==> src/rtl/stdcore_bfifo_scanrd.sv <==
// Block-FIFO consumer: waits for a full BW x BH block, scans it in raster or transposed
// order through a 2-entry skid buffer onto a valid/ready stream, then releases the block.
module stdcore_bfifo_scanrd #(
  parameter int DW = 8,
  parameter int AW = 6,
  parameter int BW = 8,
  parameter int BH = 8
) (
  input  logic          clk,
  input  logic          arst_n,
  input  logic          rst_n,
  input  logic          en,
  input  logic          tr,
  input  logic [DW-1:0] c,
  output logic [AW-1:0] c_raddr,
  output logic          c_re_n,
  output logic [AW:0]   c_pblk,
  input  logic [AW:0]   c_st,
  output logic [DW-1:0] o_data,
  output logic          o_vld,
  input  logic          o_rdy,
  output logic          o_sob,
  output logic          o_eob,
  output logic          busy
);

  localparam int XW = (BW > 1) ? $clog2(BW) : 1;
  localparam int YW = (BH > 1) ? $clog2(BH) : 1;
  localparam logic [AW:0]   BLK = (AW+1)'(BW * BH);
  localparam logic [AW-1:0] BWA = AW'(BW);
  localparam logic [XW-1:0] XMAX = XW'(BW - 1);
  localparam logic [YW-1:0] YMAX = YW'(BH - 1);

  typedef enum logic [1:0] {IDLE, READ, REL, GAP} state_t;

  state_t        state, state_nxt;
  logic [XW-1:0] x;
  logic [YW-1:0] y;
  logic          tr_q;
  logic          start, start_blk, issue, last, last_x, last_y, push, pop;
  logic          inflight, inf_sob, inf_eob;
  logic [1:0]    cnt;
  logic          wptr, rptr;
  logic [DW-1:0] sk_data [2];
  logic          sk_sob  [2];
  logic          sk_eob  [2];

  assign start     = en && (c_st >= BLK);
  // GAP also acts as an idle slot so back-to-back blocks run every BW*BH+2 cycles
  assign start_blk = ((state == IDLE) || (state == GAP)) && start;
  assign last_x    = (x == XMAX);
  assign last_y    = (y == YMAX);
  assign pop       = o_vld && o_rdy;
  assign push      = inflight;
  assign issue     = (state == READ) &&
                     (({1'b0, cnt} + {2'b00, inflight}) < (3'd2 + {2'b00, pop}));
  assign last      = issue && last_x && last_y;

  always_comb begin
    state_nxt = state;
    case (state)
      IDLE:    if (start) state_nxt = READ;
      READ:    if (last) state_nxt = REL;
      REL:     state_nxt = GAP;
      GAP:     state_nxt = start ? READ : IDLE;
      default: state_nxt = IDLE;
    endcase
  end

  always_ff @(posedge clk or negedge arst_n) begin
    if (!arst_n) begin
      state <= IDLE;
      x     <= '0;
      y     <= '0;
      tr_q  <= 1'b0;
    end else if (!rst_n) begin
      state <= IDLE;
      x     <= '0;
      y     <= '0;
      tr_q  <= 1'b0;
    end else begin
      state <= state_nxt;
      if (start_blk) tr_q <= tr;
      if (issue) begin
        if (!tr_q) begin
          if (last_x) begin
            x <= '0;
            y <= last_y ? '0 : y + 1'b1;
          end else begin
            x <= x + 1'b1;
          end
        end else begin
          if (last_y) begin
            y <= '0;
            x <= last_x ? '0 : x + 1'b1;
          end else begin
            y <= y + 1'b1;
          end
        end
      end
    end
  end

  // RAM read latency stage plus the skid buffer that absorbs it under backpressure
  always_ff @(posedge clk or negedge arst_n) begin
    if (!arst_n) begin
      inflight <= 1'b0;
      inf_sob  <= 1'b0;
      inf_eob  <= 1'b0;
      cnt      <= '0;
      wptr     <= 1'b0;
      rptr     <= 1'b0;
      for (int i = 0; i < 2; i++) begin
        sk_data[i] <= '0;
        sk_sob[i]  <= 1'b0;
        sk_eob[i]  <= 1'b0;
      end
    end else if (!rst_n) begin
      inflight <= 1'b0;
      inf_sob  <= 1'b0;
      inf_eob  <= 1'b0;
      cnt      <= '0;
      wptr     <= 1'b0;
      rptr     <= 1'b0;
      for (int i = 0; i < 2; i++) begin
        sk_data[i] <= '0;
        sk_sob[i]  <= 1'b0;
        sk_eob[i]  <= 1'b0;
      end
    end else begin
      inflight <= issue;
      inf_sob  <= issue && (x == '0) && (y == '0);
      inf_eob  <= last;
      if (push) begin
        sk_data[wptr] <= c;
        sk_sob[wptr]  <= inf_sob;
        sk_eob[wptr]  <= inf_eob;
        wptr          <= ~wptr;
      end
      if (pop) rptr <= ~rptr;
      if (push && !pop) cnt <= cnt + 2'd1;
      else if (!push && pop) cnt <= cnt - 2'd1;
    end
  end

  always_ff @(posedge clk) begin
    if (arst_n && rst_n) begin
      assert (!(push && !pop && (cnt == 2'd2))) else $error("skid buffer overflow");
      assert (!(start_blk && (c_st < BLK))) else $error("block start with insufficient stock");
    end
  end

  assign o_vld   = (cnt != 2'd0);
  assign o_data  = o_vld ? sk_data[rptr] : '0;
  assign o_sob   = o_vld && sk_sob[rptr];
  assign o_eob   = o_vld && sk_eob[rptr];
  assign c_re_n  = !issue;
  assign c_raddr = AW'(y) * BWA + AW'(x);
  assign c_pblk  = (state == REL) ? BLK : '0;
  assign busy    = (state != IDLE) || o_vld;

endmodule

==> config.mk <==
export PLATFORM = sky130hd
export DESIGN_NAME = stdcore_bfifo_scanrd
export DESIGN_NICKNAME = d
export VERILOG_FILES = /design/src/rtl/stdcore_bfifo_scanrd.sv
export SDC_FILE = /design/constraint.sdc
export NUM_CORES = 1
export LEC_CHECK = 0
export ABC_AREA = 1
export CAP_MARGIN = 20
export CORE_MARGIN = 3
export CORE_UTILIZATION = 45
export CTS_CLUSTER_DIAMETER = 150
export CTS_CLUSTER_SIZE = 16
export DETAILED_ROUTE_END_ITERATION = 10
export PLACE_DENSITY = 0.76
export RECOVER_POWER = 25
export SLEW_MARGIN = 20
export SYNTH_ARGS = -nofsm -noshare
export SYNTH_HDL_FRONTEND = slang
export SYNTH_SLANG_ARGS = --single-unit
==> constraint.sdc <==
create_clock -name clk -period 1.4 [get_ports clk]
set_input_delay 0.21 -clock clk [delete_from_list [all_inputs] [get_ports clk]]
set_output_delay 0.21 -clock clk [all_outputs]
set_load 0.02 [all_outputs]
Word-level counts from Yosys, hierarchy flattened --
Cells that the tools add are included.
Storage, ports and cells: flip-flop bits (word level) 36, bits of input ports 21
Operators by class: add/sub/neg operators 7, order comparisons 5, eq/ne operators 14, mux-type cells 51, bitwise gates (word level) 4, reductions and logical operators 26
Operators by type and width (number):
- 2-to-1 mux 8 bit | 5
- 2-to-1 mux 16 bit | 2
- 2-to-1 mux 3 bit | 10
- 2-to-1 mux 2 bit | 10
- 2-to-1 mux 1 bit | 17
- bitwise mux 16 bit | 1
- logical AND 1 bit | 13
- demux 8 bit (select 1 bit) | 1
- != test 2 x 1 -> 1 bit, second input constant | 4
- one-hot mux 2 bit (4 select lines) | 1
- greater-or-equal comparator 7 bit, second input constant | 1
- 2-to-1 mux 7 bit | 1
- adder 3 x 1 -> 3 bit, second input constant | 2
- adder 6 x 3 -> 6 bit | 1
- == test 3 bit, second input constant | 2
- zero test 3 bit | 2
- != test 3 x 1 -> 1 bit, second input constant | 2
- != test 3 bit, second input constant | 2
- AND reduction 2 bit | 3
- bitwise mux 2 bit | 2
- == test 2 bit, second input constant | 2
- greater-or-equal comparator 2 bit, second input constant | 2
- NOT 1 -> 2 bit | 2
- nonzero test 2 bit | 2
- other kinds (13) | 17

Logic depth before layout (Yosys ltp) --
depth in word-level cells 10, mapped depth 9, depth with buffers taken out 9

Worst setup path after synthesis --
OpenSTA, ideal clock, no wires.
kind register to register, from register inflight, to register y[0], arrival 1.366 ns, required time 1.282 ns, setup slack -0.085 ns, cell stages (with the launch flop) 9, period minus slack after synthesis 1.485 ns, cells stage by stage dfrtp_1 ha_1 ha_1 nand2_4 nand2_4 nand2_4 nand2_4 nand2_1 o21ai_2
On the way: longest elaborated chain between the ends 5
Ends and longest elaborated chain:
- start, declared | line 41 | logic inflight, inf_sob, inf_eob;
- start signal, assigned | line 131 | inflight <= issue;
- adder 2 x 1 -> 3 bit | line 56 | (({1'b0, cnt} + {2'b00, inflight}) < (3'd2 + {2'b00, pop}));
- less-than comparator 3 bit | line 56
- logical AND 1 bit | line 55 | assign issue = (state == READ) &&
- != test 2 x 1 -> 1 bit (no source line)
- AND reduction 2 bit (no source line)
- end signal, assigned | line 88 | y <= last_y ? '0 : y + 1'b1;
- end signal, assigned | line 97 | y <= y + 1'b1;
- end, declared | line 38 | logic [YW-1:0] y;
No other way between the ends. A chain may end at the register's enable or synchronous reset.

Final worst setup path --
from register cnt[0], to output port c_re_n
On the way: longest elaborated chain between the ends 6, elaborated cells between the ends (all ways) 7
Ends and longest elaborated chain:
- start, declared | line 42 | logic [1:0] cnt;
- start signal, assigned | line 141 | if (push && !pop) cnt <= cnt + 2'd1;
- start signal, assigned | line 142 | else if (!push && pop) cnt <= cnt - 2'd1;
- nonzero test 2 bit | line 153 | assign o_vld = (cnt != 2'd0);
- logical AND 1 bit | line 53 | assign pop = o_vld && o_rdy;
- adder 2 x 1 -> 3 bit | line 56
- less-than comparator 3 bit * | line 56
- logical AND 1 bit * | line 55
- zero test 1 bit * | line 157 | assign c_re_n = !issue;
- end, declared | line 16 | output logic c_re_n,
Every way passes the cells marked *; elsewhere a longest branch is shown, timed or not.

==> flow_summary.toml <==
[setup_path]
start_kind = "register"
critPathCaptureType = "output pin"
r2r_end = "x[0]"
cp.required_ns = 1.19
r2r_slack_ns = -0.18
crit_fanout = 3
arrival_ns = 1.39
reg2reg_depth = 10
critPathKind = "register to output pin"
r2r_start = "cnt[0]"

[detailed_routing]
ant_nets = 0
route.detailed.drc = 0
wl_um = 4870
dr.pass1.iters = 4
drt_iter0_markers = 81
via_per_inst = 5.09
wl_per_cell_um = 14.1
vias = 1760

[timing]
setup_violations = 22
rsz0062_at_grt = "yes"
fin_skew_ns = 0.00332
fmax_mhz = 625
final-hold-violation-count = 0
timing.slew.headroom = 0.411
post-route-min-period_ns = 1.60
worst_pin_slew_ns = 0.884
slew_violations = 0
setup_ws_ns = -0.200
finalCritPeriodShare = 1.14

[logic_synthesis]
netlist_top_cells_area = "dfrtp_1 45%, inv_1 8.7%, ha_1 8.0%"
syn-cell-area_um2 = 2020
async_flop_share = 1.00
ys_seq_area_frac = 0.446
synth-edff-count = 0
synthMostInstantiatedCell = "inv_1"
synth_common_cells = "47 x inv_1, 36 x dfrtp_1, 25 x nand2_1, 21 x o22ai_1, 16 x nand3_1"
ys_seq_elements = 36
synth_top_area_frac = 0.446
synthCells = 227
synth.largest_area_cell = "dfrtp_1"
synth_cell_type_count = 24
yosysWarnings = 0
avgSynthCellArea_um2 = 8.90
synth_flop_cell = "dfrtp_1"

[floorplanning]
die_x_um = 73.0
core_area_um2 = 4170
num_io_pins = 47
initial_core_util = 0.484
die_h_um = 73.0
die_area_um2 = 5330
num_rows = 23

[clock_network]
clk_pin_slew_ns = 0.07
htreeDepth = 2
clk_path_buf_depth = 2
cts-root-buf = "clkbuf_8"
clk_latency_ns = 0.29
numCtsBuffers = 5
cts_sinks = 36
cts_tree = "yes"

[cells_and_area]
drive_above_1_share = 0.378
layout.core_utilization = 0.701
final_net_count = 329
syn_to_final_growth_pct = 44.7
n_antenna_cell = 0
final_cell_area_um2 = 2920

[power_and_ir_drop]
max-vdd-ir-drop_mv = 1.27
finalPower_mw = 5.28
power_density_nw_per_um2 = 1810
total_leakage_power_nw = 1.41

[global_route]
grt_overflow = 0
grt_use_total = 0.188
grt_pass1_vias = 1771
grt_pass1_wl_um = 7830
antenna_found_initial = 0
grt_start_max_net_pins = 37

[worst_hold_path]
hold_depth = 3
hold_class = "input pin to register"
holdPathEnd = "tr_q"
hp-start = "tr"

[place]
postPlaceCellArea_um2 = 2580
dp_hpwl_um = 3120
io_buffers = 34
gp_congestion = 0.779

[job]
drv_cap = 0

[outcome]
violations = "setup timing"
status = "complete, but fails checks"
==> critical path, cell delays in order (launching register included) <==
cell and delay [ns]:
dfrtp_2 0.45, ha_4 0.18, ha_4 0.26, nand2_4 0.05
nand2_4 0.06, buf_6 0.11
==> metrics by stage <==
| step | hold slack (ns) | instances | setup TNS (ns) | setup slack (ns) |
|---|---|---|---|---|
| after global placement | 0.501 | 327 | -3.98 | -0.369 |
| after CTS | 0.299 | 343 | -2.00 | -0.197 |
| after global routing | 0.516 | 346 | -3.65 | -0.254 |
| after detailed placement | 0.511 | 327 | -4.57 | -0.387 |
| final | 0.507 | 346 | -2.26 | -0.200 |
| after floorplan | -0.0856 | 232 | -0.405 | -0.0506 |
==> flip-flops by register name (all words and copies together) (netlist names) <==
name,flops
y,3
inf_eob,1
rptr,1
tr_q,1
x,3
inf_sob,1
state,2
sk_eob,2
sk_sob,2
wptr,1
sk_data,16
inflight,1
cnt,2
==> power breakdown <==
| part | internal (mW) | switching, mW | total, mW |
|---|---|---|---|
| registers | 1.22 | 0.209 | 1.43 |
| clock network | 0.528 | 0.366 | 0.895 |
| logic | 1.40 | 1.56 | 2.96 |
==> how the worst max path moves through the flow <==
stage                      endpoint    from  slack, ns  cells past startpoint
final                        c_re_n  cnt[0]      -0.20                      5
after global routing         c_re_n  cnt[0]      -0.25                      7
after CTS                    c_re_n  cnt[0]      -0.20                      5
after detailed placement     c_re_n  cnt[0]      -0.39                      5
after global placement       c_re_n  cnt[0]      -0.37                      5
after floorplan           o_data[1]  cnt[1]      -0.05                      5
==> layer usage <==
layer | up-vias | share of wire | wire [um] | global-route usage
li1 | 858 | - | - | -
met1 | 842 | 0.42 | 2020 | 0.221
met2 | 50 | 0.52 | 2520 | 0.329
met3 | 10 | 0.051 | 250 | 0.0482
met4 | 0 | 0.014 | 70 | 0.0656
met5 | - | 0 | 0 | 0
==> kinds of logic after synthesis <==
| group | Yosys count | synth area share |
|---|---|---|
| fa+ha+maj | 13 | 0.0805 |
| buf+inv | 62 | 0.130 |
| simple gates | 60 | 0.178 |
| other cells | 1 | 0.00186 |
| flops | 36 | 0.446 |
| xor+xnor | 1 | 0.00434 |
| compound gates | 54 | 0.159 |
==> final cells by class <==
class | count | area, um2
Fill cell | 321 | 1250
Multi-Input combinational cell | 135 | 1060
Sequential cell | 36 | 903
Timing Repair Buffer | 67 | 598
Inverter | 50 | 193
Clock buffer | 6 | 72.6
Tap cell | 50 | 62.6
Clock inverter | 2 | 35.0
==> timing repair <==
action,in CTS,in global routing
gates resized for setup,111,30
hold buffers,0,0
setup buffers,7,3
cloned,1,0
pin swaps,8,9
setup endpoints to repair,30,29
==> cell usage in the layout (no fill, tap or decap), drive strengths merged, types with 7 or more instances in the layout <==
| cell | synthesis | routed |
|---|---|---|
| nand2 | 32 | 33 |
| buf | 10 | 46 |
| o21ai | 20 | 20 |
| clkbuf | 2 | 7 |
| nand3 | 21 | 21 |
| o22ai | 21 | 21 |
| a21oi | 12 | 12 |
| clkdlybuf4s50 | 0 | 13 |
| ha | 13 | 13 |
| inv | 50 | 50 |
| dfrtp | 36 | 36 |
(Power assumes the default switching activity.)
